[src/rtl/spi_bus_master.sv]
// SPI mode-0 slave that turns framed commands into parallel bus read/write cycles.
// Frame: command byte, 16-bit address, then 16-bit data words until slave select rises.
module spi_bus_master #(
   parameter int ADDR_WIDTH = 16,
   parameter int DATA_WIDTH = 16,
   parameter int BUS_CYCLES = 2
) (
   input  logic                  clk,
   input  logic                  _reset,
   input  logic                  spi_sck,
   input  logic                  _spi_ss,
   input  logic                  spi_mosi,
   output logic                  spi_miso,
   output logic                  _bus_en,
   output logic                  _bus_rd,
   output logic                  _bus_wr,
   output logic [1:0]            _bus_be,
   output logic [ADDR_WIDTH-1:0] bus_addr,
   output logic [DATA_WIDTH-1:0] bus_data_out,
   input  logic [DATA_WIDTH-1:0] bus_data_in
);

   localparam logic [1:0] S_CMD  = 2'd0;
   localparam logic [1:0] S_ADDR = 2'd1;
   localparam logic [1:0] S_DATA = 2'd2;
   localparam logic       B_IDLE   = 1'b0;
   localparam logic       B_ACTIVE = 1'b1;
   localparam int         CW = (BUS_CYCLES > 1) ? $clog2(BUS_CYCLES) : 1;
   localparam logic [CW-1:0] BCNT_LAST = CW'(BUS_CYCLES - 1);

   logic [1:0] sck_s, ss_s, mosi_s;
   logic       sck_d, ss_d;
   logic [1:0] settle;
   logic       seen_high;

   logic [1:0]            fstate;
   logic [3:0]            bit_cnt;
   logic [DATA_WIDTH-1:0] shift_in;
   logic [DATA_WIDTH-1:0] wdata;
   logic [DATA_WIDTH-1:0] tx;
   logic                  cmd_wr;
   logic [1:0]            cmd_be;
   logic                  in_frame;
   logic                  req;

   logic          bstate;
   logic [CW-1:0] bcnt;
   logic          cyc_rd;
   logic [1:0]    be_reg;

   logic ss_high, ss_fall, sck_rise, sck_fall, mosi;
   logic [DATA_WIDTH-1:0] shifted;

   // Synchronizers; a frame may only open once slave select has been seen high after reset.
   always_ff @(posedge clk or negedge _reset) begin
      if (!_reset) begin
         sck_s     <= 2'b00;
         ss_s      <= 2'b11;
         mosi_s    <= 2'b00;
         sck_d     <= 1'b0;
         ss_d      <= 1'b1;
         settle    <= 2'd0;
         seen_high <= 1'b0;
      end else begin
         sck_s  <= {sck_s[0], spi_sck};
         ss_s   <= {ss_s[0], _spi_ss};
         mosi_s <= {mosi_s[0], spi_mosi};
         sck_d  <= sck_s[1];
         ss_d   <= ss_s[1];
         if (settle != 2'd2)
            settle <= settle + 2'd1;
         if (settle == 2'd2 && ss_s[1])
            seen_high <= 1'b1;
      end
   end

   assign ss_high  = ss_s[1];
   assign mosi     = mosi_s[1];
   assign ss_fall  = seen_high & ss_d & ~ss_s[1];
   assign sck_rise = in_frame & sck_s[1] & ~sck_d;
   assign sck_fall = in_frame & ~sck_s[1] & sck_d;
   assign shifted  = {shift_in[DATA_WIDTH-2:0], mosi};

   // Frame decoder and bus cycle engine share one block since both update bus_addr and tx.
   always_ff @(posedge clk or negedge _reset) begin
      if (!_reset) begin
         fstate       <= S_CMD;
         bit_cnt      <= 4'd0;
         shift_in     <= '0;
         wdata        <= '0;
         tx           <= '0;
         cmd_wr       <= 1'b0;
         cmd_be       <= 2'b00;
         in_frame     <= 1'b0;
         req          <= 1'b0;
         bstate       <= B_IDLE;
         bcnt         <= '0;
         cyc_rd       <= 1'b0;
         be_reg       <= 2'b11;
         bus_addr     <= '0;
         bus_data_out <= '0;
      end else begin
         req <= 1'b0;
         if (ss_high)
            in_frame <= 1'b0;
         else if (ss_fall)
            in_frame <= 1'b1;

         if (ss_high || ss_fall) begin
            fstate  <= S_CMD;
            bit_cnt <= 4'd0;
         end else if (sck_rise) begin
            shift_in <= shifted;
            bit_cnt  <= bit_cnt + 4'd1;
            case (fstate)
               S_CMD: begin
                  if (bit_cnt == 4'd7) begin
                     cmd_wr  <= shift_in[6];
                     cmd_be  <= {shift_in[0], mosi};
                     fstate  <= S_ADDR;
                     bit_cnt <= 4'd0;
                  end
               end
               S_ADDR: begin
                  if (bit_cnt == 4'd15) begin
                     bus_addr <= ADDR_WIDTH'(shifted);
                     fstate   <= S_DATA;
                     bit_cnt  <= 4'd0;
                     req      <= ~cmd_wr;
                  end
               end
               S_DATA: begin
                  if (bit_cnt == 4'd15) begin
                     wdata   <= shifted;
                     bit_cnt <= 4'd0;
                     req     <= 1'b1;
                  end
               end
               default: fstate <= S_CMD;
            endcase
         end else if (sck_fall && fstate == S_DATA && !cmd_wr && bit_cnt != 4'd0) begin
            tx <= {tx[DATA_WIDTH-2:0], 1'b0};
         end

         // Requests arriving after slave select rose are dropped; a running cycle always finishes.
         case (bstate)
            B_IDLE: begin
               if (req && !ss_high) begin
                  bstate <= B_ACTIVE;
                  bcnt   <= '0;
                  cyc_rd <= ~cmd_wr;
                  be_reg <= cmd_wr ? ~cmd_be : 2'b00;
                  if (cmd_wr)
                     bus_data_out <= wdata;
               end
            end
            B_ACTIVE: begin
               if (bcnt == BCNT_LAST) begin
                  bstate   <= B_IDLE;
                  bus_addr <= bus_addr + 1'b1;
                  if (cyc_rd)
                     tx <= bus_data_in;
               end else begin
                  bcnt <= bcnt + 1'b1;
               end
            end
            default: bstate <= B_IDLE;
         endcase
      end
   end

   assign _bus_en  = (bstate != B_ACTIVE);
   assign _bus_rd  = ~((bstate == B_ACTIVE) & cyc_rd);
   assign _bus_wr  = ~((bstate == B_ACTIVE) & ~cyc_rd);
   assign _bus_be  = (bstate == B_ACTIVE) ? be_reg : 2'b11;
   assign spi_miso = in_frame & (fstate == S_DATA) & ~cmd_wr & tx[DATA_WIDTH-1];

endmodule

[config.mk]
export PLATFORM = sky130hd
export DESIGN_NAME = spi_bus_master
export DESIGN_NICKNAME = d
export VERILOG_FILES = /design/src/rtl/spi_bus_master.sv
export SDC_FILE = /design/constraint.sdc
export NUM_CORES = 1
export LEC_CHECK = 0
export ABC_AREA = 1
export CAP_MARGIN = 20
export CORE_MARGIN = 3
export CORE_UTILIZATION = 45
export DETAILED_ROUTE_END_ITERATION = 8
export PLACE_DENSITY = 0.67
export SETUP_SLACK_MARGIN = 0.05
export SLEW_MARGIN = 20
export SYNTH_ARGS = -nofsm -noshare
export SYNTH_HDL_FRONTEND = slang
export SYNTH_SLANG_ARGS = --single-unit
[constraint.sdc]
create_clock -name clk -period 1.9 [get_ports clk]
set_input_delay 0.19 -clock clk [delete_from_list [all_inputs] [get_ports clk]]
set_output_delay 0.19 -clock clk [all_outputs]
set_load 0.01 [all_outputs]
==> results of run 1 <==
==> cell usage after synthesis <==
cell type	instances	area (µm²)
clkbuf_1	9	33.8
nor3_1	4	20.0
buf_2	7	35.0
a31oi_1	2	12.5
a21oi_1	18	90.1
buf_6	3	33.8
nor2_2	3	18.8
or2_1	1	6.26
inv_2	7	26.3
nor2_1	27	101
nand4_2	1	12.5
nand2_1	205	769
o22ai_1	3	18.8
nand3_4	1	17.5
ha_1	9	113
nand3_1	61	305
o21ai_1	21	105
nor2_8	1	20.0
nand3b_1	2	15.0
xor2_1	1	8.76
xnor2_1	1	8.76
a22o_1	1	8.76
dfrtp_1	101	2530
nand2_2	1	6.26
a21boi_1	1	7.51
o21ai_0	33	165
a21boi_0	1	7.51
inv_1	61	229
nand4_1	5	31.3
nor2_4	2	22.5
dfstp_2	5	131
nand2_4	2	22.5
a21o_1	1	7.51
==> final timing paths <==
| check | endpoint | start |
|---|---|---|
| min in group asynchronous | settle[0]$_DFFE_PN0P_ | _reset |
| hold reg to reg | mosi_s[1]$_DFF_PN0_ | mosi_s[0]$_DFF_PN0_ |
| setup reg to reg | tx[2]$_DFF_PN0_ | ss_s[1]$_DFF_PN1_ |
| max in group asynchronous | ss_d$_DFF_PN1_ | _reset |
| setup / recovery | _bus_be[1] | be_reg[1]$_DFFE_PN1P_ |
| hold / removal | ss_s[0]$_DFF_PN1_ | _spi_ss |
==> worst max-delay path, stage by stage (launching register included) <==
cell and delay (ps):
dfstp_2 530, inv_1 50, nand2_1 60, clkdlybuf4s50_1 530
==> per-layer routing <==
metal	global-route usage, %	vias to the layer above	share of wire (%)	routed length (µm)
met2	31.1	94	50	5390
met5	0	-	0	0
met1	22.6	1896	44	4720
met3	4.48	9	4.8	513
li1	-	2030	-	-
met4	3.61	0	0.82	88
==> repair_timing <==
action,4_1_cts,5_1_grt
resized for setup,3,3
endpoints found under the hold margin,18,0
hold buffers,1,0
endpoints found under the setup margin,1,5
==> kinds of logic (layout without fill, tap and decap cells) <==
logic type	after synthesis	in the layout
compound gates	81	81
xor+xnor	2	2
fa+ha+maj	9	9
buf+inv	87	153
flops	106	106
simple gates	316	316
==> where the power goes <==
| part | internal (mW) | total (mW) | switching [mW] | leakage (nW) |
|---|---|---|---|---|
| Combinational | 0.0673 | 0.170 | 0.103 | 1.33 |
| Sequential | 2.28 | 2.30 | 0.0198 | 1.35 |
| Clock | 0.540 | 1.37 | 0.828 | 0.0987 |
| Total | 2.89 | 3.84 | 0.951 | 2.78 |
==> area by class of cell <==
| class | instances | area, µm² |
|---|---|---|
| Clock buffer | 10 | 138 |
| Tap cell | 136 | 170 |
| Inverter | 68 | 255 |
| Timing Repair Buffer | 69 | 683 |
| Multi-Input combinational cell | 408 | 1930 |
| Fill cell | 961 | 4620 |
| Sequential cell | 106 | 2660 |
| Clock inverter | 6 | 52.6 |
==> qor.txt, run 1 <==
STATUS
----------------------------------------------------------------------------------------------------
Outcome                                                                                    completed

DETAILED ROUTING
----------------------------------------------------------------------------------------------------
Residual DRC                                                                                       0
Total Wirelength                                                                            10700 µm
DR vias                                                                                         4029
Final antenna-violating net count                                                                  0
Wirelength per Cell                                                                          13.3 µm
Drt via density                                                                                 5.02
DRC violation total after the first TritonRoute iteration                                        348
Number of search-and-repair iterations in the first detailed-routing pass                          5

FINISH
----------------------------------------------------------------------------------------------------
Final cell count without fillers                                                                 803
ANT cells                                                                                          0
Final standard cell area without fillers                                                    5890 µm²
Top library cells by usage in the layout, fill and taps aside                           nand2_1, dfrtp_1, nand3_1
Most common cell after layout, fill and taps aside                                           nand2_1
Layout Nets                                                                                      692
Final core occ                                                                                 56.1%
Fraction of final layout cells with drive strength greater than 1                              7.95%
Layout-stage area growth over the synthesis result                                             19.3%

GLOBAL ROUTING
----------------------------------------------------------------------------------------------------
Total gr overflow                                                                                  0
Antenna violations before repair                                                                   0
Overall track demand over capacity in global routing                                           17.9%
Largest net degree at the start of global routing                                                 47
Wire length of the first global-routing pass                                                18500 µm
Via count of the first global-routing pass                                                      3982

STA
----------------------------------------------------------------------------------------------------
Highest clock frequency the design can meet                                                0.584 GHz
Max-slew violation total from the final report                                                     0
Least-Margin Pin Slew                                                                         399 ps
Ratio of final minimum period to clock period                                                  90.1%
Final Setup Violations                                                                             0
Final WS setup                                                                                189 ps
Setup TNS after final layout                                                                    0 ps
Final hold violation count                                                                         0
Unrepaired setup endpoints after global routing                                                false
Time the worst path needs with I/O delays and setup                                          1710 ps
Relative max-transition margin                                                                 73.4%
Hold Worst Slack                                                                              221 ps
Fin Clk Skew                                                                                 12.7 ps

FLOORPLANNING
----------------------------------------------------------------------------------------------------
Initial Util                                                                                   47.0%
DIE AREA                                                                                   12300 µm²
I/O pin total                                                                                     59
Area of the core region                                                                    10500 µm²
Vertical die dimension                                                                        111 µm
Number of cell rows                                                                               37
DIE WIDTH                                                                                     111 µm

SETUP PATH
----------------------------------------------------------------------------------------------------
Kind of start point of the critical path                                                   flip-flop
Worst Path Class, Setup                                                                   reg -> out
Crit Path Max Fanout                                                                               2
Category of the worst setup path capture point                                            output pin
Crit path DAT                                                                                1520 ps
Endpoint required time on the critical path                                                  1710 ps
FF-to-FF setup slack                                                                          230 ps
Reg2reg path depth                                                                                 9

CLOCK NETWORK
----------------------------------------------------------------------------------------------------
Post-CTS Setup Repair Bufs                                                                         0
Clock Root Buffer                                                                           clkbuf_8
Clock Latency Late Sink                                                                       370 ps
Number of H-tree levels                                                                            3
Number of buffers added by the clock tree synthesis step                                           9
TritonCTS clock tree                                                                            done
Clock-pin slew reported for the worst setup and hold paths after clock tree synthesis         100 ps
Total clock sinks                                                                                106
Deepest clock path buffer count                                                                    2

YOSYS
----------------------------------------------------------------------------------------------------
Share of the synthesized netlist area taken by xor and xnor gates                             0.355%
Synthesized instance count                                                                       601
Number of distinct library cell variants in the gate-level netlist after synthesis                33
Post-Syn Area                                                                               4940 µm²
Post-synthesis simple-gate area fraction                                                       27.7%
Yosys Warn Count                                                                                   0
Main combinational cell family by area after synthesis                                  simple AND/OR/NAND/NOR gates
Mean instance size in the synthesized netlist                                               8.22 µm²
Adder-cell share of the synthesized area                                                       2.28%
Share of synthesized area occupied by flip-flops and latches                                   53.8%
Synthesized-area fraction occupied by ao, oa, aoi and oai cells                                8.56%
Number of nets produced by synthesis                                                             631
Number of flip-flops and latches in the synthesized netlist                                      106
Multiplexer area fraction after synthesis                                                         0%

PLACED DESIGN
----------------------------------------------------------------------------------------------------
Count of buffers inserted at the top-level ports                                                  58
Detail Placement HPWL                                                                        7720 µm
Placed instance count                                                                            786
Post-placement cell area                                                                    5680 µm²
Routability cong.                                                                              0.870
Worst setup timing slack at the placement stage                                               160 ps

WORST HOLD PATH
----------------------------------------------------------------------------------------------------
Hold depth                                                                                         1
HP Class                                                                                   in -> reg

JOB
----------------------------------------------------------------------------------------------------
Maximum Capacitance Violations                                                                     0

POWER AND IR DROP
----------------------------------------------------------------------------------------------------
Total power per unit cell area                                                            652 nW/µm²
Maximum vdd ir drop                                                                         0.470 mV
Leakage Power                                                                                2.78 nW
Total power                                                                                  3.84 mW

Note: power is estimated with default switching activity, not from simulation.
==> run 2, diff against run 1 <==
Settings changed: CTS_CLUSTER_SIZE set to 14.
==> results of run 2 <==
Final layout, timing and power as in run 1 (identical DEF).
==> run 3, diff against run 2 <==
Settings changed: PLACE_DENSITY 0.67 to 0.68.
==> qor.txt, run 3 (synthesized netlist as in run 1, its figures left out) <==
STATUS
----------------------------------------------------------------------------------------------------
Outcome                                                                                    completed

FINISH
----------------------------------------------------------------------------------------------------
Layout-stage area growth over the synthesis result                                             21.1%
Number of fillers in the final layout                                                           1006
Footprint of the multi-input gates                                                          1950 µm²
ANT cells                                                                                          0
Top library cells by usage in the layout, fill and taps aside                           nand2_1, dfrtp_1, nand3_1
Register area                                                                               2660 µm²
Fraction of final layout cells with drive strength greater than 1                              8.92%
Layout Nets                                                                                      699
Most common cell after layout, fill and taps aside                                           nand2_1

PLACED DESIGN
----------------------------------------------------------------------------------------------------
Routability cong.                                                                              0.830
Detail Placement HPWL                                                                        7600 µm
Count of buffers inserted at the top-level ports                                                  58

SETUP PATH
----------------------------------------------------------------------------------------------------
Worst R2R Start                                                                         fstate[0]$_DFFE_PN0P_
Slowest Stage Delay on Critical Path                                                          430 ps
Slowest cell on the critical path                                                            dfrtp_1
Crit path DAT                                                                                1540 ps
Endpoint of the most critical register-to-register path                                 tx[2]$_DFF_PN0_
Category of the worst setup path capture point                                            output pin
FF-to-FF setup slack                                                                          200 ps
Worst Path Class, Setup                                                                   reg -> out
Kind of start point of the critical path                                                   flip-flop
Reg2reg path depth                                                                                11
Crit Path Max Fanout                                                                               4
Buf/Inv on CP                                                                                      2
Endpoint required time on the critical path                                                  1710 ps
Family of cells with the greatest summed delay on the critical path                       flip-flops
Cells along the critical path                                                           inv_2 -> ha_2 -> nand2_1 -> nor3_2 -> clkdlybuf4s15_2

CLOCK NETWORK
----------------------------------------------------------------------------------------------------
Clock Latency Late Sink                                                                       380 ps
Number of buffers added by the clock tree synthesis step                                           9
Number of H-tree levels                                                                            3
Clock-pin slew reported for the worst setup and hold paths after clock tree synthesis         100 ps
Total clock sinks                                                                                106
TritonCTS clock tree                                                                            done
Deepest clock path buffer count                                                                    2
Clock Root Buffer                                                                           clkbuf_8

STA
----------------------------------------------------------------------------------------------------
Fin Clk Skew                                                                                 7.62 ps
Final Setup Violations                                                                             0
Highest clock frequency the design can meet                                                0.577 GHz
Least-Margin Pin Slew                                                                         402 ps
Time the worst path needs with I/O delays and setup                                          1730 ps
Hold Worst Slack                                                                              232 ps
Ratio of final minimum period to clock period                                                  91.2%
Unrepaired setup endpoints after global routing                                                false
Final hold violation count                                                                         0
Max-slew violation total from the final report                                                     0
Relative max-transition margin                                                                 73.2%
Setup TNS after final layout                                                                    0 ps

GLOBAL ROUTING
----------------------------------------------------------------------------------------------------
Overall track demand over capacity in global routing                                           17.7%
Antenna violations before repair                                                                   0
Total gr overflow                                                                                  0
Via count of the first global-routing pass                                                      3999
Largest net degree at the start of global routing                                                 47
Wire length of the first global-routing pass                                                18300 µm

JOB
----------------------------------------------------------------------------------------------------
Maximum Capacitance Violations                                                                     0

POWER AND IR DROP
----------------------------------------------------------------------------------------------------
Total internal power                                                                         2.86 mW
Clock group share of total power                                                               34.9%
Part of the total power dissipated in combinational logic                                       4.7%
Maximum vdd ir drop                                                                         0.406 mV
Part of the power in registers                                                                 60.3%
Switching portion of total power                                                               25.0%
Power dissipated by switching net loads                                                       952 µW
Total power per unit cell area                                                            637 nW/µm²
Leakage Power                                                                                2.83 nW

FLOORPLANNING
----------------------------------------------------------------------------------------------------
Number of cell rows                                                                               37
Area of the core region                                                                    10500 µm²
I/O pin total                                                                                     59
DIE WIDTH                                                                                     111 µm
Initial Util                                                                                   47.0%
Vertical die dimension                                                                        111 µm
DIE AREA                                                                                   12300 µm²

DETAILED ROUTING
----------------------------------------------------------------------------------------------------
DRC violation total after the first TritonRoute iteration                                        234
Wirelength per Cell                                                                          13.2 µm
Residual DRC                                                                                       0
Total Wirelength                                                                            10700 µm
Drt via density                                                                                 4.99
Final antenna-violating net count                                                                  0
Number of search-and-repair iterations in the first detailed-routing pass                          4
DR vias                                                                                         4038

WORST HOLD PATH
----------------------------------------------------------------------------------------------------
HP Class                                                                                   in -> reg
Startpoint of the most critical hold path                                                    _spi_ss
Hold depth                                                                                         1
Worst Hold Path EP                                                                      ss_s[0]$_DFF_PN1_

## run 3: stage by stage
stage          util (%)  instances  setup slack (ps)  cell area [µm²]  power (mW)
2_1_floorplan         -        601               322             4940        2.40
3_5_place_dp       54.1        786               120             5680        2.51
3_3_place_gp       54.1        786               175             5680        2.51
5_1_grt            56.9        809              49.9             5980        3.99
6_report           56.9        809               166             5980        3.81
4_1_cts            56.0        802              72.4             5880        3.86
## run 3: area by class of cell
| class | instances | area share [%] |
|---|---|---|
| clock inverters | 6 | 1.00 |
| multi-input cells | 409 | 32.6 |
| flip-flops and latches | 106 | 44.4 |
| clock buffers | 9 | 2.07 |
| well taps | 136 | 2.84 |
| repair buffers | 75 | 12.8 |
| inverters | 68 | 4.27 |
## run 3: timing repair
item | 4_1_cts | 5_1_grt
setup buffers | 0 | 5
pin swaps | 0 | 1
endpoints found under the setup margin | 1 | 18
endpoints found under the hold margin | 23 | 0
gates resized for setup | 4 | 4
cloned | 0 | 2
hold buffers | 1 | 0
## run 3: metal layers
layer	share of wire [%]	vias up	wire length [µm]	global-route usage, %
li1	-	2043	-	-
met5	0	-	0	0
met2	50	77	5380	30.7
met1	44	1910	4720	22.0
met3	4.7	8	506	4.97
met4	0.83	0	89	3.94
## run 3: worst register-to-register path: stages, from the launching register on
cell       delay (ps)
dfrtp_1           430
inv_2              90
ha_2              200
nand2_1            80
nor2_1            100
nand2_1            90
nor2_4            130
buf_12            140
clkbuf_16         130
nand3_1            50
nand3_1            90
nand2_1            60
## run 3: power groups by stage
stage                     Clock, mW  Sequential [mW]  Combinational (mW)
after global placement            0             2.34               0.167
after detailed placement          0             2.34               0.172
after global routing           1.49             2.30               0.203
final                          1.33             2.30               0.180
after floorplan                   0             2.34              0.0599
after CTS                      1.39             2.30               0.174
## run 3: worst max-delay path by stage
| stage | startpoint | to | cells past startpoint |
|---|---|---|---|
| finish | fstate[0]$_DFFE_PN0P_ | spi_miso | 5 |
| global route | fstate[0]$_DFFE_PN0P_ | tx[11]$_DFF_PN0_ | 11 |
| CTS | fstate[0]$_DFFE_PN0P_ | spi_miso | 5 |
| detailed placement | fstate[0]$_DFFE_PN0P_ | spi_miso | 5 |
| global placement | fstate[0]$_DFFE_PN0P_ | spi_miso | 5 |
| floorplan | fstate[0]$_DFFE_PN0P_ | tx[10]$_DFF_PN0_ | 10 |
